**config.mk**
```make
export PLATFORM = sky130hd
export DESIGN_NAME = register_file
export DESIGN_NICKNAME = d
export VERILOG_FILES = /design/src/rtl/register_file.sv
export SDC_FILE = /design/constraint.sdc
export NUM_CORES = 1
export LEC_CHECK = 0
export CORE_ASPECT_RATIO = 0.6
export CORE_MARGIN = 1.5
export CORE_UTILIZATION = 33
export CTS_CLUSTER_DIAMETER = 150
export DETAILED_ROUTE_END_ITERATION = 16
export MAX_ROUTING_LAYER = met4
export PLACE_DENSITY = 0.63
export SLEW_MARGIN = 0
export SYNTH_ARGS = -nofsm -noshare
export SYNTH_HDL_FRONTEND = slang
export SYNTH_SLANG_ARGS = --single-unit
```
**constraint.sdc**
```tcl
create_clock -name clk -period 2.1 [get_ports clk]
set_input_delay 0.42 -clock clk [delete_from_list [all_inputs] [get_ports clk]]
set_output_delay 0.42 -clock clk [all_outputs]
set_load 0.05 [all_outputs]
```
**src/rtl/register_file.sv**
```systemverilog
// register_file: DEPTH x WIDTH storage bank with one synchronous write port, two combinational
// read ports, optional write bypass, optional hardwired-zero entry 0 and a sequenced clear sweep.
module register_file #(
    parameter int WIDTH = 16,
    parameter int DEPTH = 8,
    parameter int BYPASS = 0,
    parameter int ZERO_REG = 0,
    localparam int AW = $clog2(DEPTH)
) (
    input  logic             clk,
    input  logic             rst_n,
    input  logic             we,
    input  logic [AW-1:0]    waddr,
    input  logic [WIDTH-1:0] wdata,
    input  logic [AW-1:0]    raddr_a,
    input  logic [AW-1:0]    raddr_b,
    output logic [WIDTH-1:0] rdata_a,
    output logic [WIDTH-1:0] rdata_b,
    input  logic             clr,
    output logic             busy
);
    typedef enum logic {IDLE, CLEAR} state_t;
    state_t state, state_n;
    logic [AW-1:0] cnt, cnt_n;
    logic [WIDTH-1:0] mem [DEPTH];
    logic wr_ok, last;
    // an address is live when it maps to a real entry that is not the hardwired zero
    function automatic logic ok(input logic [AW-1:0] a);
        return 32'(a) < DEPTH && !(ZERO_REG != 0 && a == '0);
    endfunction
    assign last = cnt == AW'(DEPTH - 1);
    assign wr_ok = we && state == IDLE && !clr && ok(waddr);
    assign rdata_a = !ok(raddr_a) ? '0 : (BYPASS != 0 && wr_ok && raddr_a == waddr) ? wdata : mem[raddr_a];
    assign rdata_b = !ok(raddr_b) ? '0 : (BYPASS != 0 && wr_ok && raddr_b == waddr) ? wdata : mem[raddr_b];
    always_ff @(posedge clk or negedge rst_n) begin
        if (!rst_n) begin
            state <= IDLE;
            cnt <= '0;
        end else begin
            state <= state_n;
            cnt <= cnt_n;
        end
    end
    always_comb begin
        state_n = state == IDLE ? (clr ? CLEAR : IDLE) : (last ? IDLE : CLEAR);
        cnt_n = state == CLEAR && !last ? cnt + AW'(1) : '0;
    end
    always_comb busy = state == CLEAR;
    always_ff @(posedge clk or negedge rst_n) begin
        if (!rst_n) begin
            for (int i = 0; i < DEPTH; i++) mem[i] <= '0;
        end else if (state == CLEAR) begin
            mem[cnt] <= '0;
        end else if (wr_ok) begin
            mem[waddr] <= wdata;
        end
    end
endmodule

```
==> metrics, run 1 <==
Die ar. 0.02344 sq mm; CP endpoint kind output pin; ANT cells 0; CP Cell Sequence mux4_2 -> mux2_4 -> buf_6; proportion of layout cells with a drive suffix above 1 33.82%; met3 Use GR 4.645%; DRT antenna net count 0; Largest delay share family, worst path multiplexers; fin cells 969; total CTS buffers 17; Worst-path clk slew 0.06 ns; final wirelength roughly 24000 um; Setup WS pre-CTS -0.4181 ns; Critical Path Slowest Stage Cell mux4_2; flop-to-flop setup slack 0.31 ns; Layout area overhead 31.02%; critical path launch point mem[38]; via count 5444; CTS tree built; Arr. time, crit path 1.77 ns; met1 usage 28.80%; commonest non-fill, non-tap cell in the layout dfrtp_1; final worst slack -0.09257 ns; Final GP Congestion 0.8170; CP required 1.68 ns; first-pass GRT wire length 36050 um; failing checks negative setup slack; Setup Skew 0.01131 ns; final slew viol count 0; Root Buffer clkbuf_16; Layout fillers a little under 2k; GRT overflow 0; synthesized area per cell 12.91 sq um; Hold WS 0.01672 ns; pin count of the biggest net entering global routing 73; IO Port Bufs 61; VDD IR max between 0.0006 and 0.0007 V; DRT Pass-1 Iters 5; Synth Warn # 0; I/O pin cnt 62; most used routing layer met2; post-synthesis register bit count 132; Cells after Synth 575; most frequent cells in the layout 132 x dfrtp_1, 130 x nand2_1, 128 x mux2i_1; RSZ-0062 raised after global routing true; Leakage 4.868 nW; antenna violations before repair 0; GRT Total Usage 21.68%; critical path depth 3; starting density of the core 33.65%; chip width 196.7 um; Tcrit/Tclk final 104.4%; placed cells 908; met2 usage 32.85%; PD cells between 1000 and 1500 mW/mm^2; Die Y 119.2 um; Yosys cell types 28; Fin. Hold Viols 0; vias per cell 5.618; combinational fraction of design power about 40%; vias in the first global route 5868; final count of negative-setup-slack endpoints 32; Critical Path End rdata_b[6]; P_int roughly 7.4 mW; outcome finished, violations left; Layout Nets 703; Sw Ratio 36.37%; number of core rows 42; R2R Path End mem[49]; crit path time final about 2.2 ns; Worst-Margin Slew 0.4102 ns; clk_lat worst skew 0.42 ns; average wire per standard cell 24.29 um; slew margin rel. 72.50%; CTS Buffer Depth 2; core footprint approximately 0.022 sq mm; highest clock rate 456.1 MHz; Hold Path Class in2async; Max Cap Viol 0; clk sink count 132; Max FO, Critical Path 3; Syn Std Cell Area 0.007426 sq mm; Seq/Total Area, Yosys 44.48%; Syn Nets approximately 610; startpoint types flop; Psw 4.205 mW; Clock Power Share 25.4%; Reg power frac 34.6%; RR Startpoint busy; Crit Path Class reg2out; WP buf/inv 1; CP peak stage delay 0.50 ns; worst reg2reg path depth 5; hold buffer count at cts 0; DRC 0; Final HPWL DP 13730 um; 1st-iter DRT viols between 400 and 500; H-tree depth 4
logic make-up after synthesis:
group	synth area share, %
compound gates	0.06733
mux	41.52
buf+inv	4.229
flops	44.48
fa+ha+maj	0.3369
simple gates	9.368
area by class of cell:
class	count	area (sq um)	share of cell area, %
multi-input combinational	380	3906	40.15
sequential	132	3303	33.95
timing repair buffer	125	1525	15.68
clock buffer	22	474.2	4.874
tap	286	357.8	3.678
clock inverter	8	102.6	1.055
inverter	16	60.06	0.6173
how the worst min path moves through the flow:
stage,to,slack [ns],cells after the start
floorplan,busy,0.12,0
CTS,mem[54],0.04,2
finish,mem[6],0.02,2
global route,mem[6],0.04,2
detailed placement,mem[6],0.48,2
global placement,mem[70],0.46,2
what timing repair did:
item,4_1_cts,5_1_grt
gates resized for setup,84,3
setup buffers,11,14
endpoints found under the setup margin,32,32
gates cloned,6,0
metrics by stage:
step / TNS, ns / power, mW / util [%] / instance area, sq um
2_1_floorplan: 0 / 6.588 / - / 7446
3_3_place_gp: -11.41 / 7.708 / 38.59 / 8518
3_5_place_dp: -12.15 / 7.908 / 38.59 / 8518
4_1_cts: -2.237 / 11.37 / 43.55 / 9613
5_1_grt: -3.307 / 12.05 / 44.08 / 9729
6_report: -2.055 / 11.56 / 44.08 / 9729
power by group through the flow:
stage / clock network (mW) / logic, mW / registers, mW
floorplan: 0 / 2.80 / 3.78
global placement: 0 / 3.78 / 3.93
detailed placement: 0 / 3.90 / 4.01
CTS: 2.96 / 4.45 / 3.97
global route: 3.09 / 4.88 / 4.08
finish: 2.94 / 4.62 / 4.01
registers in the layout, summed over array words and instances, names as in the netlist:
register  cells
mem         128
busy          1
cnt           3
Yosys cell counts:
cell / count / share of area, %
dfrtp_1: 132 / 44
a21oi_1: 1 / 0.067
or4b_1: 1 / 0.13
nand3_2: 1 / 0.13
nor3b_4: 1 / 0.25
nand2_2: 2 / 0.17
inv_1: 16 / 0.81
buf_1: 6 / 0.30
nand4_1: 1 / 0.084
nand4b_1: 3 / 0.35
ha_1: 2 / 0.34
buf_6: 3 / 0.45
mux4_2: 64 / 19
nor2b_1: 1 / 0.084
clkbuf_1: 18 / 0.91
nor3b_1: 1 / 0.10
nand4bb_1: 3 / 0.45
mux2_2: 32 / 4.9
buf_4: 6 / 0.61
mux2i_1: 128 / 17
nor2_1: 2 / 0.10
nand3_4: 1 / 0.24
nor3_1: 1 / 0.067
nand2_1: 130 / 6.6
buf_12: 1 / 0.27
and4b_1: 2 / 0.27
and3b_1: 3 / 0.35
buf_2: 13 / 0.88
metal layers:
| layer | vias up | wire (um) | share of wire (%) |
|---|---|---|---|
| met4 | 0 | 626 | 2.7 |
| met1 | 2891 | 10460 | 44 |
| met5 | - | 0 | 0 |
| met2 | 227 | 11000 | 47 |
| li1 | 2275 | - | - |
| met3 | 51 | 1451 | 6.2 |
Note: power is estimated with default switching activity, not from simulation.
==> inputs of run 2 (changes only) <==
--- a/config.mk
+++ b/config.mk
@@ -6,12 +6,13 @@
 export NUM_CORES = 1
 export LEC_CHECK = 0
 export CORE_ASPECT_RATIO = 0.6
-export CORE_MARGIN = 1.5
-export CORE_UTILIZATION = 33
+export CORE_MARGIN = 8
+export CORE_UTILIZATION = 55
+export CTS_BUF_LIST = sky130_fd_sc_hd__clkbuf_8
 export CTS_CLUSTER_DIAMETER = 150
 export DETAILED_ROUTE_END_ITERATION = 16
 export MAX_ROUTING_LAYER = met4
-export PLACE_DENSITY = 0.63
+export PLACE_DENSITY = 0.9
 export SLEW_MARGIN = 0
 export SYNTH_ARGS = -nofsm -noshare
 export SYNTH_HDL_FRONTEND = slang
==> run 2 against run 1 <==
  * The flow still finishes with violations (negative setup slack)
  * Final cell count shrank 11%
  * Sequential power is essentially flat
  * Critical path depth is the same
  * Global-route usage grew 4.4 points
  * Via count grew 2.2%
  * Non-clock buffer count grew 1
  * Core utilization grew 27 points
  * Total power shrank 4.4%
  * Highest routed layer unchanged
==> metrics, run 2 (synthesis results as in run 1) <==
vias in the first global route 5973 (was 5868); Arr. time, crit path 1.84 ns (was 1.77 ns); clk_lat worst skew 0.46 ns (was 0.42 ns); Max FO, Critical Path 3 (unchanged); WP buf/inv 1 (unchanged); Fin. Hold Viols 0 (unchanged); Hold Path Class in2async (unchanged); CP endpoint kind output pin (unchanged); final wirelength 21660 um (was 23540 um); DRT antenna net count 0 (unchanged); Tcrit/Tclk final 107.4% (was 104.4%); core footprint 0.01342 sq mm (was 0.02207 sq mm); Layout Nets 704 (was 703); Leakage 4.851 nW (was 4.868 nW); Tot Pwr 11.05 mW (was 11.56 mW); starting density of the core 55.34% (was 33.65%); DRC 0 (unchanged); Crit Path Class reg2out (unchanged); Layout area overhead 27.77% (was 31.02%); RSZ-0062 raised after global routing true (unchanged); Worst-Margin Slew 0.6305 ns (was 0.4102 ns); final worst slack -0.1555 ns (was -0.09257 ns); number of core rows 33 (was 42); PD cells 1165 mW/mm^2 (was 1188 mW/mm^2); first-pass GRT wire length 34110 um (was 36050 um); Hold WS 0.5033 ns (was 0.01672 ns); CP Cell Sequence mux4_2 -> mux2_4 -> buf_6 (unchanged); most frequent cells in the layout 132 x dfrtp_1, 130 x nand2_1, 128 x mux2i_1 (unchanged); DRT Pass-1 Iters 5 (unchanged); Die ar. 0.01760 sq mm (was 0.02344 sq mm); H-tree depth 4 (unchanged); Die Y 106.0 um (was 119.2 um); CTS tree built (unchanged); CP required 1.68 ns (about the same); CP peak stage delay 0.49 ns (was 0.50 ns); antenna violations before repair 0 (unchanged); Largest delay share family, worst path multiplexers (unchanged); max reg flops 128 (unchanged); IO Port Bufs 61 (unchanged); GRT Total Usage 26.11% (was 21.68%); Critical Path Slowest Stage Cell mux4_2 (unchanged); average wire per standard cell 25.16 um (was 24.29 um); chip width 166.0 um (was 196.7 um); CTS Buffer Depth 2 (unchanged); Final HPWL DP 13230 um (was 13730 um); Final GP Congestion 0.8388 (was 0.8170); Worst-path clk slew 0.08 ns (was 0.06 ns); startpoint types flop (unchanged); crit path time final 2.256 ns (was 2.193 ns); Final Util 70.70% (was 44.08%); Layout fillers 854 (was 1984); failing checks negative setup slack (unchanged); commonest non-fill, non-tap cell in the layout dfrtp_1 (unchanged); ANT cells 0 (unchanged); Root Buffer clkbuf_8 (was clkbuf_16); total CTS buffers 17 (unchanged); Largest Register mem (unchanged); final slew viol count 0 (unchanged); Setup Skew 0.007592 ns (was 0.01131 ns); Max Cap Viol 0 (unchanged); 1st-iter DRT viols 488 (was 478); pin count of the biggest net entering global routing 45 (was 73); I/O pin cnt 62 (unchanged); proportion of layout cells with a drive suffix above 1 33.53% (was 33.82%); clk sink count 132 (unchanged); highest clock rate 443.4 MHz (was 456.1 MHz); slew margin rel. 57.96% (was 72.50%); VDD IR max 0.0005954 V (was 0.0006172 V); via count 5563 (was 5444); vias per cell 6.461 (was 5.618); final count of negative-setup-slack endpoints 32 (unchanged); GRT overflow 0 (unchanged); outcome finished, violations left (unchanged)
## run 2: stage by stage
stage / setup WS [ns] / TNS, ns / cells / cell area (sq um)
floorplan: 0.004940 / 0 / 575 / 7446
global placement: -0.3501 / -9.388 / 802 / 8504
detailed placement: -0.3558 / -9.858 / 802 / 8504
CTS: -0.1608 / -3.970 / 848 / 9364
global route: -0.1990 / -4.814 / 861 / 9488
finish: -0.1555 / -3.544 / 861 / 9488
## run 2: final cells by class
type                            instances  area (sq um)  share of cell area, %
Inverter                               16         60.06                 0.6330
Clock buffer                           20         275.3                  2.901
Sequential cell                       132          3303                  34.81
Clock inverter                         12         161.4                  1.701
Multi-Input combinational cell        380          3929                  41.41
Tap cell                              175         219.0                  2.308
Timing Repair Buffer                  126          1540                  16.23
## run 2: report_power, final
| part | leakage [nW] | switching, mW | total [mW] | internal (mW) |
|---|---|---|---|---|
| logic | 2.82 | 2.42 | 4.68 | 2.26 |
| registers | 1.80 | 0.664 | 3.98 | 3.31 |
| clock network | 0.228 | 1.02 | 2.39 | 1.37 |
| total | 4.85 | 4.11 | 11.1 | 6.95 |
## run 2: timing repair
item,4_1_cts,5_1_grt
setup endpoints to repair,32,32
hold buffers,1,0
cloned,1,0
resized for setup,83,7
setup buffers,12,13
pin swaps,0,0
hold endpoints to repair,41,0
## run 2: path summary, 6_finish.rpt
path,startpoint,endpoint,slack (ns),cells after the start
setup / recovery,mem[42],rdata_a[10],-0.16,3
hold / removal,rst_n,cnt[2],0.50,2
setup reg to reg,cnt[0],mem[126],0.48,4
hold reg to reg,mem[16],mem[16],0.55,2
max in group asynchronous,rst_n,mem[57],0.99,3
min in group clk,mem[16],mem[16],0.55,2
## run 2: routing by layer
metal | track usage [%] | part of all wire [%] | routed length, um | vias up
met4 | 10.59 | 2.7 | 582 | 0
met1 | 32.50 | 40 | 8696 | 2886
li1 | - | - | - | 2270
met5 | - | 0 | 0 | -
met3 | 7.140 | 10 | 2197 | 67
met2 | 40.38 | 47 | 10190 | 340
